$ cat src/rtl/wb_master_bridge.sv
// Wishbone master bridge: turns single CPU load/store requests into
// Wishbone classic cycles with retry, timeout, flush and stall handling.
// Ports: clk/rst; stall_ctrl, flush_i from pipeline control;
//   cpu_* request/response side, stall_req back to control;
//   wb_* master side (all wb_* outputs registered).
module wb_master_bridge #(
   parameter int DW        = 32,
   parameter int AW        = 32,
   parameter int STALLW    = 6,
   parameter int RETRY_MAX = 3,
   parameter int TIMEOUT   = 255
) (
   input  logic              clk,
   input  logic              rst,
   input  logic [STALLW-1:0] stall_ctrl,
   input  logic              flush_i,
   input  logic              cpu_ce_i,
   input  logic [AW-1:0]     cpu_addr_i,
   input  logic [DW-1:0]     cpu_data_i,
   input  logic              cpu_we_i,
   input  logic [DW/8-1:0]   cpu_sel_i,
   output logic [DW-1:0]     cpu_data_o,
   output logic              cpu_err_o,
   output logic              stall_req,
   input  logic [DW-1:0]     wb_data_i,
   input  logic              wb_ack_i,
   input  logic              wb_err_i,
   input  logic              wb_rty_i,
   output logic [AW-1:0]     wb_addr_o,
   output logic [DW-1:0]     wb_data_o,
   output logic              wb_we_o,
   output logic [DW/8-1:0]   wb_sel_o,
   output logic              wb_stb_o,
   output logic              wb_cyc_o
);

   localparam int RW = $clog2(RETRY_MAX) + 1;
   localparam int TW = $clog2(TIMEOUT) + 1;
   localparam logic [RW-1:0] RMAX  = RW'(RETRY_MAX);
   localparam logic [TW-1:0] TLAST = TW'(TIMEOUT - 1);

   typedef enum logic [1:0] {
      S_IDLE,
      S_BUSY,
      S_BACKOFF,
      S_WAIT
   } state_t;

   state_t        state;
   logic [DW-1:0] data_buf;
   logic          err_buf;
   logic [RW-1:0] retry_cnt;
   logic [TW-1:0] timer;

   logic busy;
   logic accept;
   logic t_ack;
   logic t_err;
   logic t_fl;
   logic rty_hit;
   logic t_rty;
   logic t_rty_err;
   logic t_to;
   logic t_fail;
   logic t_any;

   assign busy   = (state == S_BUSY);
   assign accept = (state == S_IDLE) && cpu_ce_i && !flush_i;

   // Termination decode, priority ack > err > flush > rty > timeout
   assign t_ack     = busy && wb_ack_i;
   assign t_err     = busy && !wb_ack_i && wb_err_i;
   assign t_fl      = busy && !wb_ack_i && !wb_err_i
                      && flush_i;
   assign rty_hit   = busy && !wb_ack_i && !wb_err_i
                      && !flush_i && wb_rty_i;
   assign t_rty     = rty_hit && (retry_cnt != RMAX);
   assign t_rty_err = rty_hit && (retry_cnt == RMAX);
   assign t_to      = busy && !wb_ack_i && !wb_err_i
                      && !flush_i && !wb_rty_i
                      && (timer == TLAST);
   assign t_fail    = t_err || t_rty_err || t_to;
   assign t_any     = t_ack || t_err || t_fl
                      || rty_hit || t_to;

   // Response path is combinational so the ack cycle
   // itself carries the read data back to the CPU.
   assign stall_req = !rst && (accept
                      || (busy && !t_any)
                      || (state == S_BACKOFF));

   assign cpu_err_o = !rst && (t_fail
                      || ((state == S_WAIT) && err_buf));

   always_comb begin
      cpu_data_o = '0;
      if (!rst) begin
         if (t_ack && !wb_we_o)
            cpu_data_o = wb_data_i;
         else if (state == S_WAIT)
            cpu_data_o = data_buf;
      end
   end

   always_ff @(posedge clk or posedge rst) begin
      if (rst) begin
         state     <= S_IDLE;
         wb_addr_o <= '0;
         wb_data_o <= '0;
         wb_we_o   <= 1'b0;
         wb_sel_o  <= '0;
         wb_stb_o  <= 1'b0;
         wb_cyc_o  <= 1'b0;
         data_buf  <= '0;
         err_buf   <= 1'b0;
         retry_cnt <= '0;
         timer     <= '0;
      end else begin
         unique case (state)
            S_IDLE: begin
               if (accept) begin
                  wb_addr_o <= cpu_addr_i;
                  wb_data_o <= cpu_data_i;
                  wb_we_o   <= cpu_we_i;
                  wb_sel_o  <= cpu_sel_i;
                  wb_stb_o  <= 1'b1;
                  wb_cyc_o  <= 1'b1;
                  retry_cnt <= '0;
                  timer     <= '0;
                  state     <= S_BUSY;
               end
            end
            S_BUSY: begin
               if (t_ack || t_fail || t_fl) begin
                  wb_addr_o <= '0;
                  wb_data_o <= '0;
                  wb_we_o   <= 1'b0;
                  wb_sel_o  <= '0;
                  wb_stb_o  <= 1'b0;
                  wb_cyc_o  <= 1'b0;
                  data_buf  <= (t_ack && !wb_we_o)
                               ? wb_data_i : '0;
                  err_buf   <= t_fail;
                  // A flush never parks in WAIT
                  state     <= (!t_fl && (|stall_ctrl))
                               ? S_WAIT : S_IDLE;
               end else if (t_rty) begin
                  // Keep the request latched for the reissue
                  wb_stb_o  <= 1'b0;
                  wb_cyc_o  <= 1'b0;
                  retry_cnt <= retry_cnt + 1'b1;
                  state     <= S_BACKOFF;
               end else begin
                  timer <= timer + 1'b1;
               end
            end
            S_BACKOFF: begin
               if (flush_i) begin
                  wb_addr_o <= '0;
                  wb_data_o <= '0;
                  wb_we_o   <= 1'b0;
                  wb_sel_o  <= '0;
                  state     <= S_IDLE;
               end else begin
                  wb_stb_o <= 1'b1;
                  wb_cyc_o <= 1'b1;
                  timer    <= '0;
                  state    <= S_BUSY;
               end
            end
            S_WAIT: begin
               if (stall_ctrl == '0)
                  state <= S_IDLE;
            end
            default: state <= S_IDLE;
         endcase
      end
   end

endmodule

$ cat config.mk
export PLATFORM = sky130hd
export DESIGN_NAME = wb_master_bridge
export DESIGN_NICKNAME = d
export VERILOG_FILES = /design/src/rtl/wb_master_bridge.sv
export SDC_FILE = /design/constraint.sdc
export NUM_CORES = 1
export LEC_CHECK = 0
export ABC_AREA = 0
export ABC_CLOCK_PERIOD_IN_PS = 8000
export CORE_MARGIN = 4
export CORE_UTILIZATION = 47
export DETAILED_ROUTE_END_ITERATION = 10
export PLACE_DENSITY = 0.94
export SYNTH_ARGS = -nofsm -noshare
export SYNTH_HDL_FRONTEND = slang
export SYNTH_SLANG_ARGS = --single-unit
export TNS_END_PERCENT = 30
$ cat constraint.sdc
create_clock -name clk -period 8 [get_ports clk]
set_input_delay 1.6 -clock clk [delete_from_list [all_inputs] [get_ports clk]]
set_output_delay 1.6 -clock clk [all_outputs]
set_load 0.01 [all_outputs]
### Word-level counts from Yosys, hierarchy flattened

Index checks and enable logic that the tools add are counted.

| storage, ports and cells | value |
|---|---|
| register bits after elaboration | 117 |
| output and inout bits | 105 |
| logic and storage cells | 115 |

| operators by class | value |
|---|---|
| muxes and demuxes | 39 |
| eq/ne operators | 15 |
| add/subtract/negate cells | 2 |
| reduce and logical (&&, ||, !) cells | 49 |

Operator list:

| cell | number |
|---|---|
| $mux W32 | 8 |
| $pmux W32 S3 | 2 |
| $mux W9 | 4 |
| $pmux W9 S3 | 1 |
| $logic_and A1 B1 Y1 | 19 |
| $mux W4 | 3 |
| $pmux W4 S3 | 1 |
| $reduce_and A4 Y1 | 3 |
| $logic_or A1 B1 Y1 | 11 |
| $mux W2 | 5 |
| $ne A2 B2 Y1 const B | 5 |
| $add A9 B1 Y9 const B | 1 |
| $eq A9 B8 Y1 const B | 1 |
| $mux W3 | 3 |
| $logic_not A1 Y1 | 8 |
| $mux W1 | 8 |
| $pmux W2 S4 | 1 |
| $logic_not A6 Y1 | 1 |
| $ne A2 B1 Y1 const B | 3 |
| $pmux W1 S3 | 2 |
| $pmux W3 S2 | 1 |
| $reduce_or A6 Y1 | 1 |
| $reduce_and A5 Y1 | 1 |
| $eq A2 B2 Y1 const B | 2 |
| other kinds (10) | 10 |

### Logic depth before layout (Yosys ltp)

| depth | value |
|---|---|
| depth in word-level cells | 12 |
| mapped depth | 10 |
| depth with buffers taken out | 7 |

### Least setup slack after synthesis

OpenSTA, ideal clock, no wires.

| timing | value |
|---|---|
| path kind | input to output |
| start | input wb_ack_i |
| end | output cpu_err_o |
| stages on the path | 3 |
| slack | 3.515 ns |
| arrival time | 2.885 ns |
| cells stage by stage | or4b_4 > or4_4 > a31oi_1 |

| on the way | value |
|---|---|
| cells in the longest elaborated chain, start to end | 10 |
| elaborated cells on any way between the ends | 13 |
| those cells by class | reduce/logical: 13 |

RTL lines:

| what | RTL line | RTL |
|---|---|---|
| start, declared | 26 | `input logic wb_ack_i,` |
| $logic_not A1 Y1 (*) | 72, 75, 79 |  |
| $logic_and A1 B1 Y1 (*) | 72, 75, 79 |  |
| $logic_and A1 B1 Y1 | 75, 79 |  |
| $logic_and A1 B1 Y1 | 76, 80 |  |
| $logic_and A1 B1 Y1 | 76 | `&& !flush_i && wb_rty_i;` |
| $logic_and A1 B1 Y1 | 78 | `assign t_rty_err = rty_hit && (retry_cnt == RMAX);` |
| $logic_or A1 B1 Y1 | 82 | `assign t_fail = t_err \|\| t_rty_err \|\| t_to;` |
| $logic_or A1 B1 Y1 (*) | 82 |  |
| $logic_or A1 B1 Y1 (*) | 93 | `\|\| ((state == S_WAIT) && err_buf));` |
| $logic_and A1 B1 Y1 (*) | 92 | `assign cpu_err_o = !rst && (t_fail` |
| end, declared | 23 | `output logic cpu_err_o,` |

Mark *: on every way between the ends. The rest lies on a longest branch, timed or not.

### Final worst setup path

| timing | value |
|---|---|
| start | input wb_ack_i |
| end | output cpu_data_o[25] |

| on the way | value |
|---|---|
| cells in the longest elaborated chain, start to end | 4 |

RTL lines:

| what | RTL line | RTL |
|---|---|---|
| $logic_and A1 B1 Y1 | 71 | `assign t_ack = busy && wb_ack_i;` |
| $logic_and A1 B1 Y1 | 98 | `if (t_ack && !wb_we_o)` |
| $mux W32 | 98 |  |
| $mux W32 | 97 | `if (!rst) begin` |
| end, declared | 22 | `output logic [DW-1:0] cpu_data_o,` |

Every way passes these cells.

==> impl_metrics.json <==
{
  "area_delta_synth_final_pct": 51.0,
  "synth.distinct_cells": 42,
  "pwr_density_cell_nw_per_um2": 380,
  "ctsResizeCount": 0,
  "synth_nets": 700,
  "cts.sinks": 117,
  "syn_area_sq_um": 5530,
  "path_common_cell": "clkdlybuf4s50_1",
  "ys_seq_area_share_pct": 53.0,
  "slew_headroom_pct": 17.8,
  "p_comb_share_pct": 44.8,
  "grt_max_degree": 139,
  "post_synth.cell_area_avg_sq_um": 9.56,
  "p_clk_share_pct": 24.6,
  "crit_path_cell_trace": "clkdlybuf4s50_1, nand2_1, nor2_4, nor2b_2, a22oi_1, nor2_1, clkdlybuf4s50_1",
  "start_kind": "input port",
  "layout_setup_ws_ps": 2240,
  "intPower_uw": 2050,
  "post-route-min-period_ps": 5760,
  "use_met3_pct": 9.43,
  "worst_pin_slew_ps": 1230,
  "core_area_sq_um": 11500,
  "synth_top_area_share_pct": 53.0,
  "grtUsageMet2_pct": 37.9,
  "drc": 0,
  "worstPathArrival_ps": 4160,
  "die_y_microns": 116,
  "wl_microns": 15900,
  "crit_path_end_kind": "output pin",
  "routabilityCongestion": 0.897,
  "vias": 5121,
  "synthCells": 578,
  "finalHoldViolCount": 0,
  "maxCapViolations": 0,
  "yosys_warnings": 0,
  "rows": 39,
  "slew_viol_final": 0,
  "ir_drop_v": 0.000274,
  "cp.required_ps": 6400,
  "die_area_sq_um": 13600,
  "use_met1_pct": 28.6,
  "grt_usage_pct": 23.7,
  "initial_core_util_pct": 48.2,
  "worstSetupPathType": "in2out",
  "rsz0062_at_grt": "no",
  "cts_buffers": 17,
  "drive_gt1_share_pct": 5.34,
  "crit_slowest_cell": "nor2b_2",
  "antenna_found_initial": 0,
  "cts_buffer_depth": 2,
  "grt_pass1_wl_microns": 25200,
  "seqPwrFrac_pct": 30.6,
  "fp.dieW_microns": 116,
  "setup_viol": 0,
  "grt_busiest_layer": "met2",
  "fin_skew_ps": 8.80,
  "insertedDiodeCount": 0,
  "power_switching_uw": 1120,
  "outcome": "finished clean",
  "io-pin-count": 219,
  "gr-total-overflow": 0,
  "ctsHoldBuffers": 0,
  "clock.fmax_ghz": 0.174,
  "yosys.area.top_type": "dfrtp_1",
  "nNetsFinal": 896,
  "io_buffers": 218,
  "leakagePower_uw": 0.00349,
  "drtIter0Drc": 332,
  "worstPathMaxFanout": 32,
  "fin_tns_setup_ps": 0,
  "post_cts_buffers": 0,
  "postRouteAntennaNets": 0,
  "hold_class": "reg2reg",
  "dr.pass1.iters": 5,
  "pre_cts_ws_ps": 2280,
  "stdcell_count": 929,
  "clk_pin_slew_ps": 50,
  "p_sw_share_pct": 35.3,
  "wl_per_cell_microns": 17.1,
  "cts-root-buf": "clkbuf_16",
  "grt_pass1_vias": 5170,
  "dp_hpwl_microns": 11300,
  "ys_ff_latch": 117,
  "layout_worst_path_cycle_share_pct": 71.9,
  "fin_area_sq_um": 8350,
  "synth_top_cells_by_area": "dfrtp_1 (53%), nand2b_1 (8.0%), o21ai_0 (6.8%)",
  "dpl_cell_area_sq_um": 7740,
  "cts_tree": "built",
  "placed_cells": 898,
  "via_per_inst": 5.51,
  "max_stage_delay_ps": 940,
  "clock_latency_ps": 400,
  "h-tree-depth": 4
}
## registers in the layout (all words and copies together) (netlist names)
name       count
data_buf      32
wb_data_o     32
wb_we_o        1
wb_sel_o       4
retry_cnt      3
err_buf        1
state          2
wb_addr_o     32
timer          9
wb_cyc_o       1
## per-layer routing
layer	routed length (microns)	vias up
met5	0	-
met4	363	0
met3	1690	36
met2	7510	251
met1	6320	2444
li1	-	2390
## worst max-delay path, delay by kind of cell
family	cells	cell delay [ps]
AND/OR/NAND/NOR	4	1310
buffers and inverters	2	1070
AO/OA/AOI/OAI	1	170
## synthesized netlist by cell type, drive strengths merged
| master | instances |
|---|---|
| or4b | 1 |
| or3b | 1 |
| ha | 8 |
| a21bo | 1 |
| and2 | 5 |
| nand4b | 1 |
| or4 | 1 |
| nor4 | 1 |
| o21a | 2 |
| buf | 15 |
| o31ai | 6 |
| nand3b | 1 |
| inv | 9 |
| a22oi | 32 |
| nand4 | 1 |
| a21boi | 1 |
| clkbuf | 31 |
| and4 | 1 |
| a31oi | 3 |
| o311ai | 3 |
| o21ai | 80 |
| o41ai | 2 |
| a22o | 34 |
| dfrtp | 117 |
| or3 | 2 |
| mux2i | 1 |
| nand3 | 6 |
| a21o | 1 |
| o32a | 1 |
| nor2 | 40 |
| or2 | 2 |
| nand2 | 81 |
| nor3 | 6 |
| nor2b | 4 |
| a211o | 1 |
| nand2b | 71 |
| a21oi | 5 |
## final timing paths
path / start / to / slack (ps) / depth (start not counted)
max: wb_ack_i / cpu_data_o[25] / 2240 / 7
min: wb_addr_o[28] / wb_addr_o[28] / 480 / 2
max reg2reg: state[1] / data_buf[12] / 4900 / 6
min reg2reg: wb_addr_o[28] / wb_addr_o[28] / 480 / 2
max in group asynchronous: rst / wb_addr_o[10] / 4840 / 4
min in group asynchronous: rst / data_buf[9] / 1920 / 3
## cells in the final DEF (no fill, tap or decap), types with 6 or more instances in the layout
cell type        netlist  layout
a22o_1                34      34
a22oi_1               32      32
clkbuf_16              0      17
clkdlybuf4s50_1        0     218
dfrtp_1              117     117
ha_1                   8       8
inv_1                  9       8
nand2_1               81      81
nand2b_1              71      71
nand3_1                6       6
nor2_1                40      39
nor3_1                 6       6
o21ai_0               75      75
o31ai_1                6       6
## area by class of cell
| cell class | instances | area [sq um] |
|---|---|---|
| fillers | 757 | 3120 |
| flip-flops and latches | 117 | 2930 |
| multi-input cells | 406 | 2380 |
| repair buffers | 223 | 2220 |
| clock buffers | 21 | 450 |
| well taps | 143 | 179 |
| clock inverters | 10 | 155 |
| inverters | 9 | 36.3 |
## kinds of logic (layout without fill, tap and decap cells)
| family | Yosys count | in the layout | synth area share (%) |
|---|---|---|---|
| AOI/OAI and AO/OA | 172 | 172 | 20.4 |
| adders and majority gates | 8 | 8 | 1.81 |
| buffers and inverters | 55 | 263 | 4.48 |
| DFF | 117 | 117 | 53.0 |
| muxes | 1 | 1 | 0.181 |
| and+or+nand+nor | 225 | 225 | 20.1 |
## per-stage QoR
stage	util [%]	power (uW)	hold slack [ps]
after CTS	72.8	3200	481
after detailed placement	67.5	2400	470
after floorplan	-	1840	442
final	72.8	3170	476
after global placement	67.5	2330	455
after global routing	72.8	3400	512
## power by group through the flow
| stage | clock network [uW] | registers (uW) | logic [uW] |
|---|---|---|---|
| after CTS | 791 | 971 | 1440 |
| after detailed placement | 0 | 975 | 1420 |
| final | 780 | 972 | 1420 |
| after global placement | 0 | 960 | 1370 |
| after global routing | 822 | 1000 | 1580 |
| after floorplan | 0 | 1010 | 831 |
(Power assumes the default switching activity.)
